`src/rtl/seg7_pkg.sv`:
```
// Shared constants for the seven-segment scan driver: segment bit positions,
// the blank pattern and the hex-to-glyph table (active-high, bit 0 = segment a).
package seg7_pkg;

  localparam int SEG_A  = 0;
  localparam int SEG_B  = 1;
  localparam int SEG_C  = 2;
  localparam int SEG_D  = 3;
  localparam int SEG_E  = 4;
  localparam int SEG_F  = 5;
  localparam int SEG_G  = 6;
  localparam int SEG_DP = 7;

  localparam logic [6:0] SEG_BLANK = 7'h00;

  // Element [n] is the glyph for nibble n; 0xA..0xF render as A,b,C,d,E,F.
  localparam logic [15:0][6:0] HEX_SEG_TABLE = {
    7'h71, 7'h79, 7'h5E, 7'h39, 7'h7C, 7'h77, 7'h6F, 7'h7F,
    7'h07, 7'h7D, 7'h6D, 7'h66, 7'h4F, 7'h5B, 7'h06, 7'h3F
  };

endpackage

```
`src/rtl/seg7_decode.sv`:
```
// Combinational hex nibble to seven-segment glyph decoder (active-high segments).
module seg7_decode
  import seg7_pkg::*;
(
  input  logic [3:0] i_nibble,
  output logic [6:0] o_glyph
);

  assign o_glyph = HEX_SEG_TABLE[i_nibble];

endmodule

```
`src/rtl/seg7_scan_driver.sv`:
```
// Multiplexed seven-segment scan driver with shadow-buffered loads that are
// applied only at frame boundaries, and optional leading-zero blanking.
module seg7_scan_driver
  import seg7_pkg::*;
#(
  parameter int NUM_DIGITS     = 8,
  parameter int CLK_DIV        = 100000,
  parameter int SEG_ACTIVE_LOW = 1,
  parameter int SEL_ACTIVE_LOW = 1
) (
  input  logic                    clk_in,
  input  logic                    reset,
  input  logic                    enable,
  input  logic                    load,
  input  logic [4*NUM_DIGITS-1:0] data_in,
  input  logic [NUM_DIGITS-1:0]   dp_in,
  input  logic                    blank_lz,
  output logic [7:0]              o_seg,
  output logic [NUM_DIGITS-1:0]   o_sel,
  output logic                    frame_done,
  output logic                    pending
);

  localparam int DIV_W = (CLK_DIV > 1) ? $clog2(CLK_DIV) : 1;
  localparam int IDX_W = (NUM_DIGITS > 1) ? $clog2(NUM_DIGITS) : 1;
  localparam logic [DIV_W-1:0] DIV_LAST = DIV_W'(CLK_DIV - 1);
  localparam logic [IDX_W-1:0] IDX_LAST = IDX_W'(NUM_DIGITS - 1);
  localparam logic [7:0] SEG_OFF = (SEG_ACTIVE_LOW != 0) ? 8'hFF : 8'h00;
  localparam logic [NUM_DIGITS-1:0] SEL_OFF =
    (SEL_ACTIVE_LOW != 0) ? {NUM_DIGITS{1'b1}} : {NUM_DIGITS{1'b0}};

  logic [DIV_W-1:0]        r_div;
  logic [IDX_W-1:0]        r_idx;
  logic [4*NUM_DIGITS-1:0] r_disp_data;
  logic [NUM_DIGITS-1:0]   r_disp_dp;
  logic [4*NUM_DIGITS-1:0] r_shadow_data;
  logic [NUM_DIGITS-1:0]   r_shadow_dp;
  logic                    r_pending;
  logic                    r_frame_done;
  logic [7:0]              r_seg;
  logic [NUM_DIGITS-1:0]   r_sel;

  logic                    w_div_last;
  logic                    w_boundary;
  logic [3:0]              w_nibble;
  logic                    w_dp;
  logic [6:0]              w_glyph;
  logic                    w_zero_above;
  logic [NUM_DIGITS-1:0]   w_blank_mask;
  logic                    w_blank;
  logic [7:0]              w_seg_hi;
  logic [NUM_DIGITS-1:0]   w_sel_hi;

  seg7_decode u_decode (
    .i_nibble (w_nibble),
    .o_glyph  (w_glyph)
  );

  // Scan position decode, leading-zero mask and active-high output pattern.
  always_comb begin
    w_div_last   = (r_div == DIV_LAST);
    w_boundary   = enable & w_div_last & (r_idx == IDX_LAST);
    w_nibble     = r_disp_data[{r_idx, 2'b00} +: 4];
    w_dp         = r_disp_dp[r_idx];
    // Walk from the top digit down; a digit blanks while every digit at or above it is zero.
    w_zero_above = 1'b1;
    w_blank_mask = {NUM_DIGITS{1'b0}};
    for (int i = NUM_DIGITS - 1; i >= 0; i--) begin
      w_zero_above    = w_zero_above & (r_disp_data[4*i +: 4] == 4'h0);
      w_blank_mask[i] = w_zero_above & (i != 0);
    end
    w_blank          = blank_lz & w_blank_mask[r_idx];
    w_seg_hi         = 8'h00;
    w_seg_hi[SEG_DP] = w_dp;
    w_seg_hi[SEG_G:SEG_A] = w_blank ? SEG_BLANK : w_glyph;
    w_sel_hi         = NUM_DIGITS'(1'b1) << r_idx;
  end

  // Digit divider and scan index; both freeze while enable is low.
  always_ff @(posedge clk_in) begin
    if (!reset) begin
      r_div <= '0;
      r_idx <= '0;
    end else if (enable) begin
      if (w_div_last) begin
        r_div <= '0;
        r_idx <= (r_idx == IDX_LAST) ? '0 : r_idx + 1'b1;
      end else begin
        r_div <= r_div + 1'b1;
      end
    end else begin
      r_div <= r_div;
      r_idx <= r_idx;
    end
  end

  // Shadow capture and frame-boundary transfer; a coincident load bypasses the shadow.
  always_ff @(posedge clk_in) begin
    if (!reset) begin
      r_disp_data   <= '0;
      r_disp_dp     <= '0;
      r_shadow_data <= '0;
      r_shadow_dp   <= '0;
      r_pending     <= 1'b0;
      r_frame_done  <= 1'b0;
    end else if (w_boundary) begin
      r_frame_done <= 1'b1;
      r_pending    <= 1'b0;
      if (load) begin
        r_disp_data <= data_in;
        r_disp_dp   <= dp_in;
      end else if (r_pending) begin
        r_disp_data <= r_shadow_data;
        r_disp_dp   <= r_shadow_dp;
      end else begin
        r_disp_data <= r_disp_data;
        r_disp_dp   <= r_disp_dp;
      end
    end else begin
      r_frame_done <= 1'b0;
      if (load) begin
        r_shadow_data <= data_in;
        r_shadow_dp   <= dp_in;
        r_pending     <= 1'b1;
      end else begin
        r_shadow_data <= r_shadow_data;
        r_shadow_dp   <= r_shadow_dp;
        r_pending     <= r_pending;
      end
    end
  end

  // Output registers; polarity is applied only here.
  always_ff @(posedge clk_in) begin
    if (!reset) begin
      r_seg <= SEG_OFF;
      r_sel <= SEL_OFF;
    end else if (enable) begin
      r_seg <= (SEG_ACTIVE_LOW != 0) ? ~w_seg_hi : w_seg_hi;
      r_sel <= (SEL_ACTIVE_LOW != 0) ? ~w_sel_hi : w_sel_hi;
    end else begin
      r_seg <= SEG_OFF;
      r_sel <= SEL_OFF;
    end
  end

  assign o_seg      = r_seg;
  assign o_sel      = r_sel;
  assign frame_done = r_frame_done;
  assign pending    = r_pending;

endmodule

```
`config.mk`:
```
export PLATFORM = sky130hd
export DESIGN_NAME = seg7_scan_driver
export DESIGN_NICKNAME = d
export VERILOG_FILES = /design/src/rtl/seg7_pkg.sv /design/src/rtl/seg7_decode.sv /design/src/rtl/seg7_scan_driver.sv
export SDC_FILE = /design/constraint.sdc
export NUM_CORES = 1
export LEC_CHECK = 0
export ABC_AREA = 1
export BUFFER_PORTS_ARGS = -buffer_cell sky130_fd_sc_hd__buf_2
export CAP_MARGIN = 40
export CORE_MARGIN = 8
export CORE_UTILIZATION = 54
export DETAILED_ROUTE_END_ITERATION = 8
export PLACE_DENSITY = 0.77
export SLEW_MARGIN = 20
export SYNTH_ARGS = -nofsm -noshare
export SYNTH_HDL_FRONTEND = slang
export SYNTH_SLANG_ARGS = --single-unit
```
`constraint.sdc`:
```
create_clock -name clk_in -period 2 [get_ports clk_in]
set_input_delay 0.4 -clock clk_in [delete_from_list [all_inputs] [get_ports clk_in]]
set_output_delay 0.4 -clock clk_in [all_outputs]
set_load 0.1 [all_outputs]
```
Yosys cells after proc, flatten, opt, wreduce, memory -nomap -nowiden

Memories as Yosys holds them, arrays and structs flattened.
Cells that the tools add are included.

Register bits: 118
Bits in read-only memories: 112
Input bits: 45
Output and inout bits: 18
Logic and storage cells: 58
Memories kept: 1

Add/sub/neg operators: 2
Magnitude comparators: 2
Equality and inequality tests: 2
Shift-type cells: 2
Mux-type cells: 13
Bitwise operators: 13
Reduce and logical (&&, ||, !) cells: 13

Memories:

| name            | words | bits a word | read ports | clocked after memory_dff | wr ports | RTL line         | text |
|---|---|---|---|---|---|---|---|
| (no name shown) | 16    | 7           | 1          | 0                        | 0        | seg7_decode.sv:9 | `assign o_glyph = HEX_SEG_TABLE[i_nibble];` |

Operators with widths:

| kind                                                        | count |
|---|---|
| 2-to-1 mux 32 bit                                           | 2 |
| indexed part select 32 x 6 -> 4 bit                         | 1 |
| logical NOT 4 bit                                           | 7 |
| adder 17 x 1 -> 17 bit (second input constant)              | 1 |
| == test 17 bit (second input constant)                      | 1 |
| 2-to-1 mux 17 bit                                           | 1 |
| 2-to-1 mux 8 bit                                            | 2 |
| NOT 8 bit                                                   | 2 |
| 2-to-1 mux 7 bit                                            | 2 |
| bitwise AND 1 bit                                           | 9 |
| AND reduction 2 bit                                         | 4 |
| << shifter 1 x 3 -> 8 bit (first input constant)            | 1 |
| binary-select mux 1 bit (select 3 bit)                      | 2 |
| less-than comparator 4 x 5 -> 1 bit (second input constant) | 1 |
| less-than comparator 3 x 4 -> 1 bit (second input constant) | 1 |
| adder 3 x 1 -> 3 bit (second input constant)                | 1 |
| == test 3 bit (second input constant)                       | 1 |
| 2-to-1 mux 1 bit                                            | 3 |
| 2-to-1 mux 3 bit                                            | 1 |
| NOT 1 bit                                                   | 2 |
| nonzero test 2 bit                                          | 1 |
| OR reduction 2 bit                                          | 1 |

Logic depth before layout (Yosys ltp)

Word-level depth: 12
Mapped depth: 14
Gate-level depth less buffers: 13

Modules after synthesis

A second synthesis with hierarchy kept.

Cells, all modules: 952
Area, all modules: 5989.5 sq um

By module, submodules not included:

| module           | times used | cells an instance | area each (sq um) | seq. area each (sq um) |
|---|---|---|---|---|
| seg7_scan_driver | 1          | 900               | 5719.2            | 2362.3 |
| seg7_decode      | 1          | 52                | 270.3             | 0.0 |

Worst setup path after synthesis

Ideal clock, no wire load.

Kind: register -> register
From: reg r_pending, in the netlist pending
To: reg r_disp_data[26]
Library setup time: 0.113 ns
Arrival time: 1.773 ns
Required time: 1.887 ns
Path slack: 0.114 ns
Cell stages (with the launch flop): 8
Buffers on the path: 2
Clock period less this slack: 1.886 ns
Cell sequence: dfxtp_1 nor2_1 inv_1 nand4_2 buf_6 buf_6 nor2_1 nor2_1

Cells in the longest elaborated chain, start to end: 2

RTL lines:

| element                              | RTL line                | text |
|---|---|---|
| from (decl)                          | seg7_scan_driver.sv:38  | `logic r_pending;` |
| from (signal assigned)               | seg7_scan_driver.sv:128 | `r_pending <= r_pending;` |
| nonzero test 2 bit (no source line)  | -                       |  |
| AND reduction 2 bit (no source line) | -                       |  |
| to (signal assigned)                 | seg7_scan_driver.sv:110 | `r_disp_data <= data_in;` |
| to (signal assigned)                 | seg7_scan_driver.sv:113 | `r_disp_data <= r_shadow_data;` |
| to (signal assigned)                 | seg7_scan_driver.sv:116 | `r_disp_data <= r_disp_data;` |
| to (decl)                            | seg7_scan_driver.sv:34  | `logic [4*NUM_DIGITS-1:0] r_disp_data;` |

No other way between the ends.
A chain may end at the register's enable or synchronous reset.

Worst setup path after layout

From: reg r_idx[0]
To: reg r_seg[1], in the netlist o_seg[1]

Cells in the longest elaborated chain, start to end: 5
Elaborated cells on any way between the ends: 8
Classes of those cells: shift (1); mux (4); bitwise (2); memory (1)

RTL lines:

| element                                                                                       | RTL line                                       | text |
|---|---|---|
| from (decl)                                                                                   | seg7_scan_driver.sv:33                         | `logic [IDX_W-1:0] r_idx;` |
| from (signal assigned)                                                                        | seg7_scan_driver.sv:87                         | `r_idx <= (r_idx == IDX_LAST) ? '0 : r_idx + 1'b1;` |
| from (signal assigned)                                                                        | seg7_scan_driver.sv:93                         | `r_idx <= r_idx;` |
| indexed part select 32 x 6 -> 4 bit or binary-select mux 1 bit (select 3 bit) (tied branches) | seg7_scan_driver.sv:63, seg7_scan_driver.sv:72 |  |
| memory (16 x 7 bit) or 2-to-1 mux 1 bit (tied branches)                                       | -                                              |  |
| 2-to-1 mux 7 bit (not written as such) or bitwise AND 1 bit (tied branches)                   | seg7_decode.sv:9, seg7_scan_driver.sv:72       |  |
| 2-to-1 mux 7 bit *                                                                            | seg7_scan_driver.sv:75                         | `w_seg_hi[SEG_G:SEG_A] = w_blank ? SEG_BLANK : w_glyph;` |
| NOT 8 bit *                                                                                   | seg7_scan_driver.sv:139                        | `r_seg <= (SEG_ACTIVE_LOW != 0) ? ~w_seg_hi : w_seg_hi;` |
| to (signal assigned)                                                                          | seg7_scan_driver.sv:139                        |  |
| to (decl)                                                                                     | seg7_scan_driver.sv:40                         | `logic [7:0] r_seg;` |

Every way passes the cells marked *; elsewhere a longest branch is shown, timed or not. The select of a mux whose other input is x is not followed.

==> impl_metrics.csv <==
group,metric,value,unit
global_route,grt_first_pass_wirelength,24000,um
placed_design,dp.cells,1109,
yosys,synthAdderAreaFrac,0.0260,
clock_network,clock_sinks,118,
route,drtAntennaViolNets,0,
setup_path,reg2reg_slack,220,ps
timing,drv_slew,0,
clock_network,cts-root-buf,"clkbuf_16",
floorplanning,boundaryPins,63,
route,drt-pass1-iter-count,6,
cells_and_area,drive_gt1_frac,0.119,
timing,fmax,563,MHz
setup_path,slowest_delay,410,ps
yosys,synth_top_family_by_area,"simple AND/OR/NAND/NOR gates",
timing,setup_ws,223,ps
global_route,overflow,0,
setup_path,critPathBufInv,2,
power_and_ir_drop,p_switching,0.00138,W
setup_path,cp_data_arrival_time,2080,ps
timing,setup_viol,0,
yosys,ys.flop_type,"dfxtp_1",
global_route,grt_pass1_vias,5183,
floorplanning,fp-row-count,39,
floorplanning,die_area,0.0153,mm^2
power_and_ir_drop,total_power,0.00593,W
yosys,synth_area_leaders,"dfxtp_1, nand2_1, nor2_1",
setup_path,start_kind,"flop",
setup_path,end_kind,"flop",
power_and_ir_drop,intPower,0.00456,W
route,totalWireLength,14400,um
floorplanning,floorplan.initialDensity,0.550,
setup_path,path_class,"flop to flop",
timing,hold_ws,303,ps
timing,period_share,0.888,
clock_network,cts_buffer_depth,2,
clock_network,numCtsBuffers,17,
placed_design,port_buffers,62,
worst_hold_path,hp-class,"input pin to flop",
setup_path,crit_chain,"buf_12 > nand2_1 > nand3_1 > nand2_1 > nand2_1 > nand2_1 > inv_2 > ha_1 > nand3_1 > nor2_1 > nor2_1 > nand2_1",
clock_network,holdBufCountCts,0,
cells_and_area,nets,1043,
timing,relSlewSlack,0.674,
yosys,yosys-top-cells-count,"nand2_1, nor2_1, dfxtp_1",
placed_design,dpl_cell_area,0.00671,mm^2
floorplanning,die-width,124,um
clock_network,post_cts_buffers,0,
setup_path,worstPathMaxFanout,27,
power_and_ir_drop,p_per_area,811,mW/mm^2
yosys,synth-async-reset-ratio,0,
yosys,yosysUniqueCellTypes,29,
timing,worst_pin_slew,493,ps
yosys,synthCells,941,
yosys,syn-cell-area,0.00626,mm^2
setup_path,crit_family,"simple AND/OR/NAND/NOR gates",
route,viasPerCell,5.04,
yosys,synth_fp_nets,999,
yosys,yosys-mux-area-fraction,0.0496,
power_and_ir_drop,p_comb_frac,0.079,
yosys,yosys_warnings,0,
clock_network,clk_latency,420,ps
cells_and_area,instances_no_fill,1141,
yosys,synth_top_area_cell,"dfxtp_1",
yosys,syn_avg_cell_area,6.65,um^2
run_status,status,"finished clean",
power_and_ir_drop,switching_share,0.232,
cells_and_area,final_area,0.00731,mm^2
global_route,grt_max_degree,87,
power_and_ir_drop,clock_power_share,0.507,
power_and_ir_drop,max-vdd-ir-drop,1100,uV
setup_path,worstPathRequired,2300,ps
global_route,antenna_found_initial,0,
timing,worst_clock_skew,10.5,ps
yosys,ys_ff_latch,118,
yosys,synth_compound_area_frac,0.0606,
yosys,netlist.area_leader.share,0.377,
placed_design,place.gp.congestion,0.871,
route,drt_iter0_drc,562,
floorplanning,core,0.0114,mm^2
yosys,synth-simple-area-share,0.375,
clock_network,cts.clk_slew.worst_paths,50,ps
yosys,yosysMostFrequentCell,"nand2_1",
yosys,ys_seq_area_frac,0.377,
timing,finalHoldViolCount,0,
route,drc,0,
route,via_count,5754,
timing,period_minus_slack,1780,ps
clock_network,cts_tree,"yes",
clock_network,htreeDepth,4,
yosys,synth-xor-area-share,0.00840,
cells_and_area,diodes,0,
power_and_ir_drop,power.leakage,3.51,nW
power_and_ir_drop,pwr-share-seq,0.414,
cells_and_area,syn_to_final_growth,16.8,%
setup_path,critPathSlowestCell,"dfxtp_2",
global_route,track_usage,0.194,
placed_design,place_ws,-24.9,ps
run,cap_violations,0,
timing,rsz0062_at_grt,"false",
placed_design,dp_hpwl,9730,um
floorplanning,die_h,124,um
route,wl_per_cell,12.6,um
yosys,synth_edf_count,0,
setup_path,crit_top_cell,"nand2_1",
cells by family after synthesis:
group | after synthesis
fa+ha+maj | 13
buf+inv | 162
compound gates | 72
simple gates | 539
xor+xnor | 6
mux | 31
flops | 118
placed cells by master (no fill, tap or decap), drive strengths merged:
cell type,n
a211oi,1
a21oi,52
a22oi,1
a31oi,3
buf,80
bufinv,2
clkbuf,25
clkinv,3
clkinvlp,2
dfxtp,118
ha,13
inv,107
mux2i,31
nand2,269
nand3,47
nand3b,39
nand4,35
nor2,145
nor3,3
nor3b,1
o211ai,4
o21ai,11
xor2,6
worst paths after layout:
kind	start	to	cells after the start
worst max register to register	r_idx[0]$_SDFFE_PN0P_	o_seg[1]$_SDFF_PN1_	12
worst min register to register	r_shadow_data[2]$_SDFFE_PN0P_	r_shadow_data[2]$_SDFFE_PN0P_	2
worst min-delay path	dp_in[2]	r_shadow_dp[2]$_SDFFE_PN0P_	4
worst max-delay path	r_idx[0]$_SDFFE_PN0P_	o_seg[1]$_SDFF_PN1_	12
power groups by stage:
| stage | combinational, W | clock [W] | sequential (W) |
|---|---|---|---|
| after floorplan | 0.000270 | 0 | 0.00256 |
| after global placement | 0.000457 | 0 | 0.00250 |
| after detailed placement | 0.000463 | 0 | 0.00250 |
| after CTS | 0.000466 | 0.00308 | 0.00245 |
| after global routing | 0.000513 | 0.00318 | 0.00246 |
| final | 0.000466 | 0.00301 | 0.00246 |
timing repair:
action | in CTS | in global routing
resized for setup | 1 | 7
endpoints found under the setup margin | 2 | 7
hold endpoints to repair | 0 | 0
gates cloned | 0 | 0
per-layer routing:
| layer | up-vias | part of all wire | global-route usage |
|---|---|---|---|
| met5 | - | 0 | 0 |
| met4 | 0 | 0.011 | 0.0677 |
| li1 | 3066 | - | - |
| met1 | 2546 | 0.51 | 0.265 |
| met2 | 129 | 0.42 | 0.285 |
| met3 | 13 | 0.056 | 0.0585 |
stage by stage:
step	setup TNS, ps	util
after floorplan	0	-
after global placement	0	0.590
after detailed placement	-31.4	0.590
after CTS	0	0.642
after global routing	0	0.643
final	0	0.643
worst min-delay path: stages:
cell and delay, ps:
buf_2 90, nand3b_1 90, nand2_1 40, nor2_1 60
sequential cells by signal, indices dropped and copies added, names as in the netlist, 3 cells and up:
register	cells
r_div	17
r_shadow_dp	8
o_sel	8
r_disp_data	32
o_seg	8
r_disp_dp	8
r_idx	3
r_shadow_data	32
cell type report:
type | instances | area, um^2
Fill cell | 1091 | 4060
Sequential cell | 118 | 2360
Tap cell | 143 | 179
Clock inverter | 7 | 93.8
Multi-Input combinational cell | 661 | 3250
Inverter | 107 | 404
Timing Repair Buffer | 80 | 523
Clock buffer | 25 | 495
Note: power is estimated with default switching activity, not from simulation.
